[config.mk]
export PLATFORM = sky130hd
export DESIGN_NAME = shift_seq_ctrl_flat
export DESIGN_NICKNAME = d
export VERILOG_FILES = /design/src/rtl/shift_seq_ctrl_if.sv /design/src/rtl/shift_seq_ctrl.sv /design/src/flat_wrapper.sv
export SDC_FILE = /design/constraint.sdc
export NUM_CORES = 1
export LEC_CHECK = 0
export BUFFER_PORTS_ARGS = -buffer_cell sky130_fd_sc_hd__buf_4
export CORE_ASPECT_RATIO = 1.25
export CORE_MARGIN = 1.5
export CORE_UTILIZATION = 50
export DETAILED_ROUTE_END_ITERATION = 7
export PLACE_DENSITY_LB_ADDON = 0.08
export SLEW_MARGIN = 40
export SYNTH_ARGS = -nofsm -noshare
export SYNTH_HDL_FRONTEND = slang
export SYNTH_SLANG_ARGS = --single-unit
export TNS_END_PERCENT = 20
[constraint.sdc]
create_clock -name clk -period 4.4 [get_ports clk]
set_input_delay 0.22 -clock clk [delete_from_list [all_inputs] [get_ports clk]]
set_output_delay 0.22 -clock clk [all_outputs]
set_load 0.005 [all_outputs]
[src/rtl/shift_seq_ctrl_if.sv]
// Host-side command/response port of the shift-register sequencer.
// The master drives commands and accepts responses; the slave is the controller.
interface shift_seq_ctrl_if #(
    parameter int N = 8
) ();
    localparam int CW = $clog2(N + 1);

    logic          cmd_valid;
    logic          cmd_ready;
    logic [1:0]    cmd_op;
    logic [N-1:0]  cmd_data;
    logic [CW-1:0] cmd_cnt;
    logic          cmd_fill;

    logic          rsp_valid;
    logic          rsp_ready;
    logic [N-1:0]  rsp_data;

    modport master (
        output cmd_valid, cmd_op, cmd_data, cmd_cnt, cmd_fill, rsp_ready,
        input  cmd_ready, rsp_valid, rsp_data
    );

    modport slave (
        input  cmd_valid, cmd_op, cmd_data, cmd_cnt, cmd_fill, rsp_ready,
        output cmd_ready, rsp_valid, rsp_data
    );
endinterface

[src/rtl/shift_seq_ctrl.sv]
// Command sequencer for an N-bit universal shift register: one-cycle loads,
// counted single-bit shifts with a serial fill bit, and a held result response.
module shift_seq_ctrl #(
    parameter int N = 8
) (
    input  logic             clk,
    input  logic             reset_n,
    shift_seq_ctrl_if.slave  bus,
    output logic [1:0]       sr_ctrl,
    output logic [N-1:0]     sr_d,
    input  logic [N-1:0]     sr_q
);
    localparam int CW = $clog2(N + 1);

    typedef enum logic [1:0] {
        IDLE  = 2'd0,
        LOAD  = 2'd1,
        SHIFT = 2'd2,
        RESP  = 2'd3
    } state_t;

    typedef enum logic [1:0] {
        OP_READ = 2'b00,
        OP_SHL  = 2'b01,
        OP_SHR  = 2'b10,
        OP_LOAD = 2'b11
    } op_t;

    localparam logic [1:0] SR_HOLD  = 2'b00;
    localparam logic [1:0] SR_LEFT  = 2'b01;
    localparam logic [1:0] SR_RIGHT = 2'b10;
    localparam logic [1:0] SR_LOAD  = 2'b11;

    state_t        state, state_nxt;
    op_t           op_q;
    logic [N-1:0]  data_q;
    logic          fill_q;
    logic [CW-1:0] cnt_q, cnt_nxt;
    logic          accept;
    logic [CW-1:0] cnt_clamped;

    // Ready is exactly "in IDLE", so accept does not need to read back cmd_ready.
    assign accept      = (state == IDLE) && bus.cmd_valid;
    assign cnt_clamped = (bus.cmd_cnt > CW'(N)) ? CW'(N) : bus.cmd_cnt;
    assign bus.rsp_data = sr_q;

    // NOTE: state is updated with non-blocking assignments so every register
    // samples pre-edge values regardless of statement order.
    always_ff @(posedge clk or negedge reset_n) begin
        if (!reset_n) begin
            state  <= IDLE;
            cnt_q  <= '0;
            op_q   <= OP_READ;
            data_q <= '0;
            fill_q <= 1'b0;
        end else begin
            state <= state_nxt;
            cnt_q <= cnt_nxt;
            if (accept) begin
                op_q   <= op_t'(bus.cmd_op);
                data_q <= bus.cmd_data;
                fill_q <= bus.cmd_fill;
            end
        end
    end

    // NOTE: every output of this block gets a default first, so no path can
    // leave one unassigned and infer a latch.
    always_comb begin
        state_nxt     = state;
        cnt_nxt       = cnt_q;
        bus.cmd_ready = 1'b0;
        bus.rsp_valid = 1'b0;
        sr_ctrl       = SR_HOLD;
        sr_d          = '0;

        unique case (state)
            IDLE: begin
                bus.cmd_ready = 1'b1;
                if (bus.cmd_valid) begin
                    unique case (op_t'(bus.cmd_op))
                        OP_READ: state_nxt = RESP;
                        OP_LOAD: state_nxt = LOAD;
                        default: begin
                            cnt_nxt   = cnt_clamped;
                            state_nxt = (cnt_clamped == '0) ? RESP : SHIFT;
                        end
                    endcase
                end
            end

            LOAD: begin
                sr_ctrl   = SR_LOAD;
                sr_d      = data_q;
                state_nxt = RESP;
            end

            SHIFT: begin
                if (op_q == OP_SHL) begin
                    sr_ctrl = SR_LEFT;
                    sr_d[0] = fill_q;
                end else begin
                    sr_ctrl   = SR_RIGHT;
                    sr_d[N-1] = fill_q;
                end
                cnt_nxt = cnt_q - CW'(1);
                // The counter still holds 1 during the final shift cycle.
                if (cnt_q == CW'(1)) begin
                    state_nxt = RESP;
                end
            end

            RESP: begin
                bus.rsp_valid = 1'b1;
                if (bus.rsp_ready) begin
                    state_nxt = IDLE;
                end
            end

            default: state_nxt = IDLE;
        endcase
    end
endmodule

[src/flat_wrapper.sv]
// flat-port wrapper written by rule: the top's interface ports become plain ports
module shift_seq_ctrl_flat 
#(
    parameter int N = 8
)
  (clk, reset_n, sr_ctrl, sr_d, sr_q, bus_cmd_valid, bus_cmd_op, bus_cmd_data, bus_cmd_cnt, bus_cmd_fill, bus_rsp_ready, bus_cmd_ready, bus_rsp_valid, bus_rsp_data);
  shift_seq_ctrl_if #(.N(N)) bus_i ();
  input  logic clk;
  input  logic reset_n;
  output logic [1:0] sr_ctrl;
  output logic [N-1:0] sr_d;
  input  logic [N-1:0] sr_q;
  input wire logic [$bits(bus_i.cmd_valid)-1:0] bus_cmd_valid;
  input wire logic [$bits(bus_i.cmd_op)-1:0] bus_cmd_op;
  input wire logic [$bits(bus_i.cmd_data)-1:0] bus_cmd_data;
  input wire logic [$bits(bus_i.cmd_cnt)-1:0] bus_cmd_cnt;
  input wire logic [$bits(bus_i.cmd_fill)-1:0] bus_cmd_fill;
  input wire logic [$bits(bus_i.rsp_ready)-1:0] bus_rsp_ready;
  output wire logic [$bits(bus_i.cmd_ready)-1:0] bus_cmd_ready;
  output wire logic [$bits(bus_i.rsp_valid)-1:0] bus_rsp_valid;
  output wire logic [$bits(bus_i.rsp_data)-1:0] bus_rsp_data;
  assign bus_i.cmd_valid = bus_cmd_valid;
  assign bus_i.cmd_op = bus_cmd_op;
  assign bus_i.cmd_data = bus_cmd_data;
  assign bus_i.cmd_cnt = bus_cmd_cnt;
  assign bus_i.cmd_fill = bus_cmd_fill;
  assign bus_i.rsp_ready = bus_rsp_ready;
  assign bus_cmd_ready = bus_i.cmd_ready;
  assign bus_rsp_valid = bus_i.rsp_valid;
  assign bus_rsp_data = bus_i.rsp_data;
  shift_seq_ctrl #(.N(N)) u_core (.clk(clk), .reset_n(reset_n), .bus(bus_i), .sr_ctrl(sr_ctrl), .sr_d(sr_d), .sr_q(sr_q));
endmodule
==> results.toml <==
[grt]
grt_max_degree = 18
grt_pass1_vias = 899
grt_pass1_wl_um = 3691
grt_usage = 0.1982
grt-ovfl-total = 0
antenna_found_initial = 0

[timing]
fmaxAchievable_mhz = 494.3
fin_hold_ws_ns = 0.1377
finalSetupViolations = 0
timing.slew.headroom = 0.6868
tns_ns = 0
worst_pin_slew_ns = 0.4687
fin_crit_ns = 2.023
fin_skew_ns = 0.01197
hold_violations = 0
fin_crit_sh = 0.4598
rsz0062_at_grt = "false"
timing.final.max_slew_violations = 0

[detailed_routing]
drc_errors = 0
drtIter0Drc = 8
vias = 858
antenna_left = 0
wire_per_inst_um = 15.31
vias_per_cell = 5.720
first_pass_iters = 4
drt-total-wl_um = 2296

[worst_setup_path]
critPathMaxStageDelay_ns = 0.46
crit_type = "reg -> out"
cp-start-kind = "flop"
crit_path_cell_trace = "inv_1, ha_1, a32oi_1, nor2b_1, buf_4"
cp_max_fo = 14
critPathCaptureType = "primary output"
cp.required_ns = 4.18
r2r_setup_slack_ns = 2.52
cp.arrival_ns = 1.80
crit_path_top_delay_cell = "ha_1"

[yosys]
yosys_warnings = 0
synth_top_cell_area_share = 0.3864
yosysMostFrequentCell = "dfrtp_1"
ys_ff_latch = 17
async_reset_ff_frac = 1.000
synth.avg_cell_area_um2 = 10.29
synthTopCellsByCount = "dfrtp_1 (17), mux2_2 (13), buf_4 (8), ha_1 (8), inv_1 (7)"
synth-edff-count = 0
synth_ff_type = "dfrtp_1"
synth_nets = 142
seq_area_frac_synth = 0.3864
yosysTopAreaCell = "dfrtp_1"
yosys-top-cells-area = "dfrtp_1 (39%), mux2_2 (13%), ha_1 (9.1%)"
synth.distinct_cells = 33
synthesis.area_mm2 = 0.001101
syn-instance-count = 107

[clock_network]
clock_latency_ns = 0.30
numCtsBuffers = 3
cts_num_sinks = 17
cts.clk_slew.worst_paths_ns = 0.11
post_cts_resized = 0
cts_tree = "done"
clockRootBuffer = "clkbuf_4"
cts_max_level = 1
clk_path_buf_depth = 2

[floorplan]
num_rows = 18
die_w_um = 44.97
die_h_um = 55.47
die-area_mm2 = 0.002494
ios = 47
floorplan.initialDensity = 0.5432
core_region_area_mm2 = 0.002027

[layout]
antennaDiodeCount = 0
nets = 166
layout-drive-gt1-share = 0.3846
syn2layout_area_growth_pct = 19.20

[status]
status = "completed"

[pwr]
total_power_uw = 850.8
power_density_mw_per_mm2 = 648.2
vdd_drop_max_mv = 0.3964
p_leak_uw = 0.0006214

[placed_design]
gp_congestion = 0.8515
hpwl_um = 1761
numPortBuffers = 30

[worst_hold_path]
hold_path.class = "in -> reg"

[flow_run]
drv_cap = 0
==> per-stage QoR <==
step / utilization / setup slack, ns / cell area [µm²] / instances
floorplan: - / 2.654 / 1101 / 107
global placement: 0.6290 / 2.606 / 1275 / 145
detailed placement: 0.6290 / 2.540 / 1275 / 145
CTS: 0.6475 / 2.368 / 1313 / 150
global route: 0.6475 / 2.260 / 1313 / 150
finish: 0.6475 / 2.377 / 1313 / 150
==> worst max-delay path: cells and delay by family, from the launching register on <==
kind                     cells  cell delay (ns)
buffers and inverters        2             0.25
AO/OA/AOI/OAI                1             0.19
AND/OR/NAND/NOR              1             0.18
flip-flops                   1             0.42
adder cells (fa/ha/maj)      1             0.46
==> state kept, by name, summed over array words and instances (netlist names) <==
| signal | flops |
|---|---|
| u_core.data_q | 8 |
| u_core.op_q | 2 |
| u_core.fill_q | 1 |
| u_core.state | 2 |
| u_core.cnt_q | 4 |
==> cells in the final DEF, fill, tap and decap left out, types with 2 or more instances in the layout <==
| master | netlist | layout |
|---|---|---|
| a21oi_1 | 4 | 4 |
| a32oi_1 | 2 | 2 |
| and2_1 | 6 | 6 |
| buf_4 | 8 | 30 |
| clkbuf_4 | 0 | 3 |
| dfrtp_1 | 17 | 17 |
| ha_1 | 8 | 8 |
| inv_1 | 7 | 7 |
| mux2_2 | 13 | 13 |
| nand2b_1 | 4 | 4 |
| nand3_1 | 2 | 2 |
| nor2_1 | 3 | 3 |
| nor2b_1 | 6 | 6 |
| nor3_1 | 3 | 3 |
| o21ai_0 | 2 | 2 |
| o22ai_1 | 2 | 2 |
==> area by class of cell <==
| type | count | area [µm²] |
|---|---|---|
| fill | 169 | 714.4 |
| multi-input combinational | 71 | 573.1 |
| sequential | 17 | 425.4 |
| timing repair buffer | 31 | 235.2 |
| inverter | 7 | 26.28 |
| tap | 20 | 25.02 |
| clock buffer | 3 | 22.52 |
| clock inverter | 1 | 5.005 |
==> kinds of logic (layout without fill, tap and decap cells) <==
logic type	after synthesis	after routing	share of synthesized area
buffers and inverters	19	42	0.09318
adders and majority gates	8	8	0.09091
and+or+nand+nor	32	32	0.1773
DFF	17	17	0.3864
muxes	13	13	0.1330
AOI/OAI and AO/OA	18	18	0.1193
==> path summary, 6_finish.rpt <==
check | from | end | cells past startpoint
hold reg to reg | u_core.data_q[5] | u_core.data_q[5] | 1
max in group asynchronous | reset_n | u_core.data_q[6] | 2
hold / removal | bus_cmd_data[7] | u_core.data_q[7] | 2
setup / recovery | u_core.state[0] | sr_d[0] | 5
setup reg to reg | u_core.cnt_q[1] | u_core.state[1] | 5
min in group asynchronous | reset_n | u_core.cnt_q[1] | 2
==> per-layer routing <==
metal  vias up  track usage  wire length (µm)
li1        414            -                 -
met1       406       0.2104               915
met2        32       0.3449              1242
met3         6      0.02941                96
met4         0       0.1218                41
met5         -            0                 0
==> timing repair <==
action                                 4_1_cts  5_1_grt
hold buffers                                 1        0
setup buffers                                0        0
endpoints found under the hold margin       17        0
==> report_power, final <==
group	switching, µW	internal (µW)
Sequential	57.1	236
Clock	53.3	33.9
Combinational	208	263
Total	319	532
(Power assumes the default switching activity.)
